File: src/rtl/nn_eval_sequencer_if.sv
// Request, response and config handshake bundle for the XOR-network evaluation sequencer.
// The slave side belongs to the sequencer. The master side belongs to whoever issues requests.
interface nn_eval_sequencer_if #(
  parameter int W = 32
);
  logic         cfg_we;
  logic [3:0]   cfg_addr;
  logic [W-1:0] cfg_wdata;
  logic         cfg_ready;
  logic         in_valid;
  logic         in_ready;
  logic [W-1:0] in_a;
  logic [W-1:0] in_b;
  logic [2:0]   in_round_mode;
  logic         out_valid;
  logic         out_ready;
  logic [W-1:0] out_result;
  logic [4:0]   out_exceptions;

  modport master (
    output cfg_we, cfg_addr, cfg_wdata, in_valid, in_a, in_b, in_round_mode, out_ready,
    input  cfg_ready, in_ready, out_valid, out_result, out_exceptions
  );

  modport slave (
    input  cfg_we, cfg_addr, cfg_wdata, in_valid, in_a, in_b, in_round_mode, out_ready,
    output cfg_ready, in_ready, out_valid, out_result, out_exceptions
  );
endinterface

File: src/rtl/nn_eval_sequencer.sv
// Sequencer for the 2-2-1 XOR network datapath. It owns the weight and bias registers, holds operands
// stable for a fixed latency, captures the result and flags, and keeps a sticky exception register.
module nn_eval_sequencer #(
  parameter int exp_width  = 8,
  parameter int mant_width = 24,
  parameter int NN_LATENCY = 3,
  localparam int W = exp_width + mant_width
) (
  input  logic             clk,
  input  logic             rst_l,
  nn_eval_sequencer_if.slave bus,
  input  logic             exc_clear,
  output logic [4:0]       sticky_exc,
  output logic [9*W-1:0]   nn_weights,
  output logic [W-1:0]     nn_a,
  output logic [W-1:0]     nn_b,
  output logic [2:0]       nn_round_mode,
  input  logic [W-1:0]     nn_result,
  input  logic [4:0]       nn_exceptions,
  output logic             busy
);

  typedef enum logic [1:0] {IDLE, EVAL, DONE} state_t;

  state_t       state;
  logic [3:0]   cnt;
  logic [W-1:0] weights [9];

  for (genvar k = 0; k < 9; k++) begin : g_w
    assign nn_weights[k*W +: W] = weights[k];
  end

  // A config write takes priority over a request that arrives in the same cycle.
  assign bus.cfg_ready = (state == IDLE);
  assign bus.in_ready  = (state == IDLE) && !bus.cfg_we;

  always_ff @(posedge clk or negedge rst_l) begin
    if (!rst_l) begin
      state              <= IDLE;
      cnt                <= '0;
      weights            <= '{default: '0};
      nn_a               <= '0;
      nn_b               <= '0;
      nn_round_mode      <= '0;
      bus.out_valid      <= 1'b0;
      bus.out_result     <= '0;
      bus.out_exceptions <= '0;
      sticky_exc         <= '0;
      busy               <= 1'b0;
    end else begin
      if (exc_clear)
        sticky_exc <= '0;
      case (state)
        IDLE: begin
          if (bus.cfg_we) begin
            if (bus.cfg_addr <= 4'd8)
              weights[bus.cfg_addr] <= bus.cfg_wdata;
          end else if (bus.in_valid) begin
            nn_a          <= bus.in_a;
            nn_b          <= bus.in_b;
            nn_round_mode <= bus.in_round_mode;
            cnt           <= 4'(NN_LATENCY);
            busy          <= 1'b1;
            state         <= EVAL;
          end
        end
        EVAL: begin
          cnt <= cnt - 4'd1;
          // When cnt is 1, the datapath output has been valid for the full latency.
          if (cnt == 4'd1) begin
            bus.out_result     <= nn_result;
            bus.out_exceptions <= nn_exceptions;
            sticky_exc         <= (exc_clear ? 5'd0 : sticky_exc) | nn_exceptions;
            bus.out_valid      <= 1'b1;
            state              <= DONE;
          end
        end
        DONE: begin
          if (bus.out_ready) begin
            bus.out_valid <= 1'b0;
            busy          <= 1'b0;
            state         <= IDLE;
          end
        end
        default: state <= IDLE;
      endcase
    end
  end

endmodule

File: src/flat_wrapper.sv
// flat-port wrapper written by rule: the top's interface ports become plain ports
module nn_eval_sequencer_flat 
#(
  parameter int exp_width  = 8,
  parameter int mant_width = 24,
  parameter int NN_LATENCY = 3,
  localparam int W = exp_width + mant_width
)
  (clk, rst_l, exc_clear, sticky_exc, nn_weights, nn_a, nn_b, nn_round_mode, nn_result, nn_exceptions, busy, bus_cfg_we, bus_cfg_addr, bus_cfg_wdata, bus_in_valid, bus_in_a, bus_in_b, bus_in_round_mode, bus_out_ready, bus_cfg_ready, bus_in_ready, bus_out_valid, bus_out_result, bus_out_exceptions);
  nn_eval_sequencer_if #(.W((32))) bus_i ();
  input  logic clk;
  input  logic rst_l;
  input  logic exc_clear;
  output logic [4:0] sticky_exc;
  output logic [9*W-1:0] nn_weights;
  output logic [W-1:0] nn_a;
  output logic [W-1:0] nn_b;
  output logic [2:0] nn_round_mode;
  input  logic [W-1:0] nn_result;
  input  logic [4:0] nn_exceptions;
  output logic busy;
  input wire logic [$bits(bus_i.cfg_we)-1:0] bus_cfg_we;
  input wire logic [$bits(bus_i.cfg_addr)-1:0] bus_cfg_addr;
  input wire logic [$bits(bus_i.cfg_wdata)-1:0] bus_cfg_wdata;
  input wire logic [$bits(bus_i.in_valid)-1:0] bus_in_valid;
  input wire logic [$bits(bus_i.in_a)-1:0] bus_in_a;
  input wire logic [$bits(bus_i.in_b)-1:0] bus_in_b;
  input wire logic [$bits(bus_i.in_round_mode)-1:0] bus_in_round_mode;
  input wire logic [$bits(bus_i.out_ready)-1:0] bus_out_ready;
  output wire logic [$bits(bus_i.cfg_ready)-1:0] bus_cfg_ready;
  output wire logic [$bits(bus_i.in_ready)-1:0] bus_in_ready;
  output wire logic [$bits(bus_i.out_valid)-1:0] bus_out_valid;
  output wire logic [$bits(bus_i.out_result)-1:0] bus_out_result;
  output wire logic [$bits(bus_i.out_exceptions)-1:0] bus_out_exceptions;
  assign bus_i.cfg_we = bus_cfg_we;
  assign bus_i.cfg_addr = bus_cfg_addr;
  assign bus_i.cfg_wdata = bus_cfg_wdata;
  assign bus_i.in_valid = bus_in_valid;
  assign bus_i.in_a = bus_in_a;
  assign bus_i.in_b = bus_in_b;
  assign bus_i.in_round_mode = bus_in_round_mode;
  assign bus_i.out_ready = bus_out_ready;
  assign bus_cfg_ready = bus_i.cfg_ready;
  assign bus_in_ready = bus_i.in_ready;
  assign bus_out_valid = bus_i.out_valid;
  assign bus_out_result = bus_i.out_result;
  assign bus_out_exceptions = bus_i.out_exceptions;
  nn_eval_sequencer #(.exp_width(exp_width), .mant_width(mant_width), .NN_LATENCY(NN_LATENCY)) u_core (.clk(clk), .rst_l(rst_l), .bus(bus_i), .exc_clear(exc_clear), .sticky_exc(sticky_exc), .nn_weights(nn_weights), .nn_a(nn_a), .nn_b(nn_b), .nn_round_mode(nn_round_mode), .nn_result(nn_result), .nn_exceptions(nn_exceptions), .busy(busy));
endmodule
File: config.mk
export PLATFORM = sky130hd
export DESIGN_NAME = nn_eval_sequencer_flat
export DESIGN_NICKNAME = d
export VERILOG_FILES = /design/src/rtl/nn_eval_sequencer_if.sv /design/src/rtl/nn_eval_sequencer.sv /design/src/flat_wrapper.sv
export SDC_FILE = /design/constraint.sdc
export NUM_CORES = 1
export LEC_CHECK = 0
export CAP_MARGIN = 10
export CORE_AREA = 2 2 215 217
export CTS_CLUSTER_DIAMETER = 30
export CTS_CLUSTER_SIZE = 25
export DETAILED_ROUTE_END_ITERATION = 8
export DIE_AREA = 0 0 217 219
export DONT_BUFFER_PORTS = 1
export GPL_TIMING_DRIVEN = 0
export MAX_ROUTING_LAYER = met4
export PLACE_DENSITY = 0.45
export SYNTH_ARGS = -nofsm -noshare
export SYNTH_HDL_FRONTEND = slang
export SYNTH_SLANG_ARGS = --single-unit
File: constraint.sdc
create_clock -name clk -period 4.5 [get_ports clk]
set_input_delay 0.9 -clock clk [delete_from_list [all_inputs] [get_ports clk]]
set_output_delay 0.9 -clock clk [all_outputs]
set_load 0.03 [all_outputs]
==> impl_results.md, run 1 <==
* Synth cell types at 28
* Register area share after synthesis at roughly 67%
* Fin nets at roughly 1.2k
* FF+latch area at 0.01013 mm^2
* Dpl hpwl at 30,590 um
* Hold WS at approximately 65 ps
* Largest net degree at the start of global routing at 406
* Fin Setup TNS at 0 ps
* GR Overflow Total at 0
* Worst setup EP type: output pin
* Post-CTS sizing at 0
* DRT Wirelength at 45,650 um
* Initial DRT Pass Iterations at 4
* Sw Share at about two fifths
* RSZ-0062 raised after global routing: no
* Fmax at 0.3346 GHz
* Fin crit share at between 60% and 70%
* Crit Reg-Reg Startpoint: u_core.state[1]
* Clock Power Share at a little under two fifths
* R2R Path End: u_core.nn_b[29]
* Mux share of post-synthesis cell area at 28.93%
* Max_cap viols at 0
* Actual slew at the worst max-slew pin at ~1100 ps
* Ant diodes at 0
* Synth Flop Type: dfrtp_1
* Synth Area in XOR/XNOR at 0%
* Clock sink count at a little over 400
* Total vias in the final route at between 8k and 9k
* IR drop worst, VDD at between 500 and 600 uV
* Register-to-Register Path Depth at 7
* Wire length per cell at 27.12 um
* Final min period at ~3000 ps
* Hold Vio Cnt, Final at 0
* Final WS setup at 1511 ps
* Multi-input logic area at 0.004752 mm^2
* Simple-Gate Fraction of Synth Area at 1.483%
* Net Count, Synth at 1,048
* Fillers at 4,036
* Std-Cell Rows at 78
* Die area at 0.04752 mm^2
* Max FO, Critical Path at 10
* Core Region at approximately 0.045 mm^2
* Reg power frac at roughly 52%
* Max-slew violations at 0
* Met1 wire length at 15,640 um
* Adder-Cell Fraction of Synth Area at 0.1657%
* Layout area overhead at 29.85%
* Required time at the worst-slack endpoint at ~3600 ps
* I/O pin cnt at about 550
* Clk pin slew, worst setup/hold paths at around 50 ps
* Routed Antenna Nets at 0
* Critical setup path kind: reg2out
* Met3 WL at approximately 6000 um
* Starting density of the core at around a third
* WL met2 at 22,850 um
* CTS root buffer: clkbuf_16
* First-pass GRT wire length at ~64,000 um
* Synth warn at 0
* Hold WC Path Type: in2async
* Setup WS pre-CTS at about 1500 ps
* Port Buffers at 0
* Static Leak at between 9 and 10 nW
* Final cell count without fillers at around 1.7k
* Inst Count DP at 1,500
* GRT Total Usage at approximately a fifth
* Post-Synthesis Cell Area at 0.01510 mm^2
* Setup Skew at roughly 28 ps
* DRT iter0 DRCs at between 300 and 400
* Vias in the first global route at between 8k and 9k
* Worst skew pair latency at 620 ps
* Largest family of logic cells by synthesized area: multiplexers
* Number of synthesized flops with an enable pin at 0
* Clock Path Buffers at 3
* Final GP Congestion at around 0.76
* Post-synthesis compound-gate area fraction at less than 1%
* Die H at between 200 and 250 um
* Syn avg cell area at between 15 and 20 um^2
* Cell area power density at 1041 mW/mm^2
* Post-route DRC at 0
* Worst path arrival time at 2090 ps
* Asr flop ratio synth at between 90% and 100%
* Endpoints failing setup at 0
* Post-synthesis instance total at 900
* # Post-CTS Setup Buffers at 0
* Die width at around 220 um
* Highest metal used: met4
* Worst slew margin at 29.05%
* Layout cells sized above 1 at approximately 55%
* CTS tree: done
* Pint at 12.40 mW
* Logic pwr share at about a tenth
* Worst R2R Setup Slack at between 1500 and 2000 ps
* CP startpoint kind: flop
* Yosys reg bits at around 410
* Antenna violations before repair at 1
* Via/cell ratio at a little under 5
* Net Switching at roughly 8.0 mW
* CTS buffer count at 97
* CTS H-tree lvls at 3
* Status: completed
[flip-flops by register name, summed over array words and instances (netlist names)]
name,cells
u_core.bus.out_valid,1
u_core.cnt,4
u_core.state,2
u_core.nn_weights,288
u_core.bus.out_result,32
u_core.bus.out_exceptions,5
u_core.sticky_exc,5
u_core.nn_a,32
u_core.nn_round_mode,3
u_core.busy,1
u_core.nn_b,32
[routing by layer]
metal,vias to the layer above,track usage (%)
li1,3469,-
met1,4288,18.88
met2,409,31.45
met3,73,10.91
met4,0,7.648
met5,-,-
[Yosys cell counts (2+ instances only)]
library cell | count | area, um^2
mux2_2 | 388 | 4369
nand3b_1 | 2 | 15.01
buf_2 | 24 | 120.1
nor2_1 | 4 | 15.01
nand3_1 | 8 | 40.04
inv_1 | 7 | 26.28
nand2b_1 | 2 | 12.51
nor3b_1 | 2 | 15.01
a21bo_2 | 5 | 50.05
o21ai_0 | 7 | 35.03
and2_1 | 2 | 12.51
nor3_1 | 2 | 10.01
nand2_1 | 4 | 15.01
clkbuf_1 | 18 | 67.56
nand4b_1 | 4 | 35.03
dfrtp_1 | 405 | 10130
nor2b_1 | 3 | 18.77
ha_1 | 2 | 25.02
o21bai_1 | 2 | 15.01
[worst max path at each step]
stage,start,to,slack (ps),depth (start not counted)
2_1_floorplan,bus_cfg_we,bus_in_ready,2050,1
3_3_place_gp,u_core.state[1],u_core.nn_round_mode[1],1480,7
3_5_place_dp,u_core.state[1],u_core.nn_b[29],1470,7
4_1_cts,u_core.state[0],bus_in_ready,1430,2
5_1_grt,u_core.state[1],u_core.nn_b[29],1360,7
6_report,u_core.state[1],bus_in_ready,1510,2
[power by group through the flow]
| stage | combinational [mW] | sequential [mW] | clock, mW |
|---|---|---|---|
| after global routing | 2.29 | 10.8 | 8.17 |
| after detailed placement | 2.05 | 10.6 | 0 |
| final | 2.07 | 10.5 | 7.80 |
| after floorplan | 1.80 | 9.78 | 0 |
| after global placement | 1.95 | 10.7 | 0 |
| after CTS | 2.06 | 10.6 | 7.96 |
[through the flow]
step | instance area (um^2) | power, mW | util (%)
after floorplan | 15100 | 11.58 | -
after global placement | 15860 | 12.62 | 35.16
after detailed placement | 15860 | 12.69 | 35.16
after CTS | 19540 | 20.63 | 43.33
after global routing | 19610 | 21.22 | 43.50
final | 19610 | 20.41 | 43.50
[cell families after synthesis]
family,Yosys count
DFF,405
muxes,388
buffers and inverters,50
and+or+nand+nor,37
AOI/OAI and AO/OA,18
adders and majority gates,2
[worst max-delay path: stages, from the launching register on]
cell      delay (ps)
dfrtp_1          350
clkbuf_1         230
nor3_1           910
[final cells by class]
| type | count | area share, % |
|---|---|---|
| Buffer | 43 | 0.9760 |
| Clock buffer | 123 | 13.80 |
| Clock inverter | 57 | 4.982 |
| Inverter | 7 | 0.1340 |
| Multi-Input combinational cell | 445 | 24.23 |
| Sequential cell | 405 | 51.67 |
| Tap cell | 600 | 3.828 |
| Timing Repair Buffer | 3 | 0.3828 |
[cell usage in the layout (no fill, tap or decap), types with 4 or more instances in the layout]
cell,instances
dfrtp_1,405
clkinv_2,19
inv_6,5
inv_1,7
nor2_1,4
buf_2,24
clkinv_4,4
nand4b_1,4
nand3_1,8
nand2_1,4
clkbuf_8,16
a21bo_2,5
clkbuf_1,27
clkbuf_16,98
mux2_2,388
o21ai_0,7
bufinv_16,25
Note: power is estimated with default switching activity, not from simulation.
==> run 2, diff against run 1 <==
Settings changed: PLACE_DENSITY 0.45 to 0.47.
Clock period 4.5 ns to 2.4 ns, I/O delays scaled along.
==> impl_results.md, run 2 (same netlist as run 1, synthesis figures left out) <==
* FF+latch area at between 0.01 and 0.015 mm^2
* CP startpoint kind: flop
* # hold bufs at CTS at about 130
* Sw Share at slightly above 40%
* Commonest non-fill, non-tap cell in the layout: dfrtp_1
* Worst slew margin at -11.77%
* Pint at approximately 22 mW
* Actual slew at the worst max-slew pin at approximately 1700 ps
* Max-slew violations at about 140
* Net Switching at between 15 and 20 mW
* Wire length per cell at between 20 and 30 um
* Register-to-Register Path Depth at 5
* Logic pwr share at a little over a tenth
* Setup Skew at 31.85 ps
* DRT iter0 DRCs at about 340
* Worst path arrival time at between 1500 and 2000 ps
* Initial DRT Pass Iterations at 4
* Fin Setup TNS at 0 ps
* Required time at the worst-slack endpoint at roughly 1900 ps
* Fillers at between 3k and 4k
* Dpl hpwl at about 30,000 um
* Die area at 0.04752 mm^2
* I/O pin cnt at around 550
* Routed Antenna Nets at 0
* Final GP Congestion at 0.7447
* Std-Cell Rows at 78
* Most frequent cells in the layout: 405 x dfrtp_1, 388 x mux2_2, 128 x dlygate4sd3_1, 98 x clkbuf_16, 24 x buf_2
* Number of flip-flops in the largest register at ~290
* Static Leak at around 9.4 nW
* First-pass GRT wire length at about 66,000 um
* Clock Power Share at around 36%
* Pwr Total at around 37 mW
* Max_cap viols at 0
* GRT Total Usage at just under 20%
* Antenna violations before repair at 2
* Via/cell ratio at 4.828
* CTS tree: done
* Reg power frac at between 50% and 60%
* DRT Wirelength at roughly 46,000 um
* Layout area overhead at 36.50%
* Multi-input logic area at 0.004782 mm^2
* Layout cells sized above 1 at 49.92%
* Clock sink count at slightly above 400
* Clock Path Buffers at 3
* CTS buffer count at 97
* Critical setup path kind: reg2out
* Die H at roughly 220 um
* CTS root buffer: clkbuf_16
* Finished Cell Area at between 0.02 and 0.025 mm^2
* Total vias in the final route at roughly 8.7k
* Worst R2R Setup Slack at 180 ps
* Fin crit share at a little over nine tenths
* Fin nets at around 1.3k
* Area post-placement at between 0.015 and 0.02 mm^2
* Hold Vio Cnt, Final at 405
* Port Buffers at 0
* Starting density of the core at 33.50%
* R2R Path End: u_core.nn_b[6]
* RSZ-0062 raised after global routing: no
* Setup crit start: u_core.state[0]
* Fin util at between 40% and 50%
* Endpoints failing setup at 0
* Cell area power density at 1801 mW/mm^2
* Final min period at around 2300 ps
* Largest net degree at the start of global routing at roughly 400
* Status: finished with violations
* Crit path capture: bus_in_ready
* Fmax at approximately 0.44 GHz
* Worst skew pair latency at a little over 600 ps
* Core Region at roughly 0.045 mm^2
* CTS H-tree lvls at 3
* GR Overflow Total at 0
* Vias in the first global route at just under 10k
* Post-route DRC at 0
* Failing checks: hold timing, slew limit
* Clk pin slew, worst setup/hold paths at 40 ps
* Hold WS at -422.3 ps
* Hold WC Path Type: in2async
* Max FO, Critical Path at 10
* Worst setup EP type: output pin
* Die width at ~220 um
* Crit Reg-Reg Startpoint: u_core.state[0]
* IR drop worst, VDD at roughly 1100 uV
[run 2: changes by cell type in the layout (fill, tap and decap cells not counted), moves of 3 or more]
cell | previous run | this run
clkinv_2 | 19 | 16
clkbuf_1 | 27 | 16
clkbuf_8 | 16 | 13
inv_6 | 5 | 1
buf_4 | 0 | 9
clkinv_4 | 4 | 1
clkinvlp_4 | 3 | 11
clkbuf_2 | 0 | 9
dlygate4sd3_1 | 0 | 128
bufinv_16 | 25 | 14
[run 2: critical path: stages (launching register included)]
cell	delay, ps
dfrtp_1	360
clkbuf_2	230
nor3_2	610
[run 2: worst min path at each step]
stage,startpoint,to,slack (ps),cells past startpoint
2_1_floorplan,rst_l,u_core.bus.out_exceptions[0],180,0
3_3_place_gp,rst_l,u_core.nn_weights[1],190,0
3_5_place_dp,rst_l,u_core.nn_weights[129],190,0
4_1_cts,rst_l,u_core.nn_weights[232],-470,0
5_1_grt,rst_l,u_core.nn_weights[1],-470,0
6_report,rst_l,u_core.nn_weights[1],-420,0
[run 2: area by class of cell]
type	instances	area share [%]
Timing Repair Buffer	136	6.506
Inverter	7	0.1274
Clock inverter	48	3.459
Clock buffer	123	12.98
Tap cell	600	3.641
Buffer	38	0.9103
Multi-Input combinational cell	445	23.19
Sequential cell	405	49.16
Antenna cell	2	0.02427
[run 2: per-layer routing]
metal,wire length [um],up-vias,share of wire [%],track usage (%)
li1,-,3706,-,-
met1,16630,4560,36,20.32
met2,23080,373,50,32.17
met3,5128,71,11,9.203
met4,1136,0,2.5,7.397
met5,0,-,0,-
[run 2: per-stage QoR]
step	std cells	hold WS, ps	setup slack, ps
after floorplan	900	184.4	146.7
after global placement	1500	194.4	-543.3
after detailed placement	1500	194.7	-583.6
after CTS	1802	-474.2	-32.49
after global routing	1803	-468.1	18.39
final	1804	-422.3	118.8
[run 2: power groups by stage]
stage | sequential, mW | combinational (mW) | clock [mW]
3_3_place_gp | 19.9 | 3.67 | 0
5_1_grt | 20.1 | 4.50 | 14.0
4_1_cts | 19.8 | 4.14 | 13.6
3_5_place_dp | 19.9 | 3.85 | 0
6_report | 19.7 | 4.10 | 13.3
2_1_floorplan | 18.3 | 3.38 | 0
[run 2: repair_timing]
| item | CTS | global route |
|---|---|---|
| cloned | 0 | 0 |
| setup endpoints to repair | 192 | 182 |
| pin swaps | 3 | 2 |
| gates resized for setup | 17 | 4 |
| buffers inserted | 7 | 1 |
| endpoints found under the hold margin | 793 | 405 |
==> run 3, diff against run 2 <==
Settings changed: CAP_MARGIN 10 to 20, CTS_CLUSTER_SIZE 25 to unset.
==> impl_results.md, run 3 (same netlist as run 1, synthesis figures left out) <==
* Worst path arrival time at 2690 ps
* Layout cells sized above 1 at around 50%
* Port Buffers at 0
* Finished Cell Area at about 0.02 mm^2
* GRT Total Usage at around a fifth
* Crit path max-delay family: buffers and inverters
* Failing checks: hold timing
* Status: finished with violations
* CTS buffer count at 96
* Routed Antenna Nets at 0
* Vias in the first global route at 9,631
* FF+latch area at just over 0.01 mm^2
* Endpoints failing setup at 0
* Worst slew margin at 13.84%
* Die width at roughly 220 um
* Worst setup EP type: flop
* Worst skew pair latency at 610 ps
* IR drop worst, VDD at 934.0 uV
* Wire length per cell at 25.15 um
* Max FO, Critical Path at 10
* Final min period at around 2200 ps
* Area post-placement at roughly 0.016 mm^2
* Clock Path Buffers at 3
* Multi-input logic area at about 0.0048 mm^2
* Total vias in the final route at 8,700
* Worst path cell trace: clkbuf_2 -> nor2_4 -> and2_2 -> buf_4 -> buf_2 -> mux2_2
* CTS tree: done
* Setup Skew at 23.75 ps
* Final GP Congestion at between 0.7 and 0.8
* Core Region at 0.04509 mm^2
* Hold WC Path Type: in2async
* Std-Cell Rows at 78
* Most frequent cells in the layout: 405 x dfrtp_1, 388 x mux2_2, 123 x dlygate4sd3_1, 98 x clkbuf_16, 24 x buf_2
* Hold Vio Cnt, Final at approximately 400
* CP startpoint kind: flop
* Required time at the worst-slack endpoint at 2860 ps
* CP max stage delay at 370 ps
* Via/cell ratio at 4.820
* Clk pin slew, worst setup/hold paths at 40 ps
* GR Overflow Total at 0
* RSZ-0062 raised after global routing: no
* Dpl hpwl at between 30,000 and 40,000 um
* Commonest non-fill, non-tap cell in the layout: dfrtp_1
* CTS root buffer: clkbuf_16
* Number of flip-flops in the largest register at between 200 and 300
* Fin Setup TNS at 0 ps
* Die H at 219 um
* Max-slew violations at 0
* Fillers at 4,012
* Starting density of the core at between 30% and 40%
* Antenna violations before repair at 3
* CP max-delay cell: mux2_2
* First-pass GRT wire length at approximately 65,000 um
* Fmax at 0.4484 GHz
* Worst R2R Setup Slack at approximately 170 ps
* Buf/Inv on CP at 3
* Post-route DRC at 0
* Fin nets at 1,273
* DRT iter0 DRCs at 320
* Fin crit share at 92.92%
* Largest net degree at the start of global routing at 406
* Pwr Total at roughly 37 mW
* Actual slew at the worst max-slew pin at 1292 ps
* Final cell count without fillers at 1,805
* Inst Count DP at approximately 1.5k
* I/O pin cnt at 547
* DRT Wirelength at between 40,000 and 50,000 um
* Static Leak at approximately 9.4 nW
* Critical setup path kind: reg2reg
* Cell area power density at 1798 mW/mm^2
* CTS H-tree lvls at 3
* Layout area overhead at 35.85%
* Die area at 0.04752 mm^2
* Max_cap viols at 0
* Clock sink count at 405
* Hold WS at -422.3 ps
* # hold bufs at CTS at roughly 120
* Initial DRT Pass Iterations at 4
## run 3: cell count changes in the layout (fill, tap and decap cells not counted), sizes merged
| cell | previous run | this run |
|---|---|---|
| dlygate4sd3 | 128 | 123 |
| clkinv | 21 | 24 |
| clkinvlp | 11 | 14 |
| clkbuf | 136 | 139 |
| diode | 2 | 1 |
| bufinv | 14 | 12 |
## run 3: path summary, 6_finish.rpt
| path | startpoint | endpoint | depth (start not counted) |
|---|---|---|---|
| worst min-delay path | rst_l | u_core.nn_weights[6] | 0 |
| worst min register to register | u_core.cnt[0] | u_core.cnt[0] | 1 |
| worst max register to register | u_core.state[0] | u_core.nn_b[26] | 6 |
| min in group clk | bus_in_a[20] | u_core.nn_a[20] | 1 |
| worst max-delay path | u_core.state[0] | u_core.nn_b[26] | 6 |
| max in group asynchronous | rst_l | u_core.nn_a[6] | 0 |
## run 3: power by group
part	internal (mW)	switching (mW)	total [mW]
clock	9.14	3.97	13.1
combinational	2.75	1.33	4.07
sequential	10.1	9.65	19.7
total	21.9	14.9	36.9
## run 3: what timing repair did
action                     in CTS  in global routing
setup buffers                   7                  0
pin swaps                       4                  1
resized for setup              15                  5
setup endpoints to repair     227                175
hold endpoints to repair      785                405
## run 3: layout make-up
type	count	share of cell area, %
sequential	405	49.39
timing repair buffer	131	6.293
multi-input combinational	445	23.28
clock inverter	52	3.171
inverter	7	0.1280
clock buffer	125	13.13
buffer	39	0.9390
tap	600	3.659
antenna	1	0.01220
## run 3: routing by layer
layer / share of wire [%] / vias to the layer above / GRT usage, %
met2: 51 / 394 / 31.98
li1: - / 3698 / -
met4: 2.1 / 0 / 7.397
met3: 11 / 77 / 9.231
met5: 0 / - / -
met1: 36 / 4531 / 19.79
## run 3: metrics by stage
| step | util, % | hold slack, ps | setup WS [ps] |
|---|---|---|---|
| after CTS | 45.49 | -469.0 | -25.61 |
| after detailed placement | 35.18 | 194.6 | -582.6 |
| after floorplan | - | 184.4 | 146.7 |
| final | 45.51 | -422.3 | 169.9 |
| after global placement | 35.16 | 194.4 | -543.3 |
| after global routing | 45.51 | -462.7 | 33.97 |
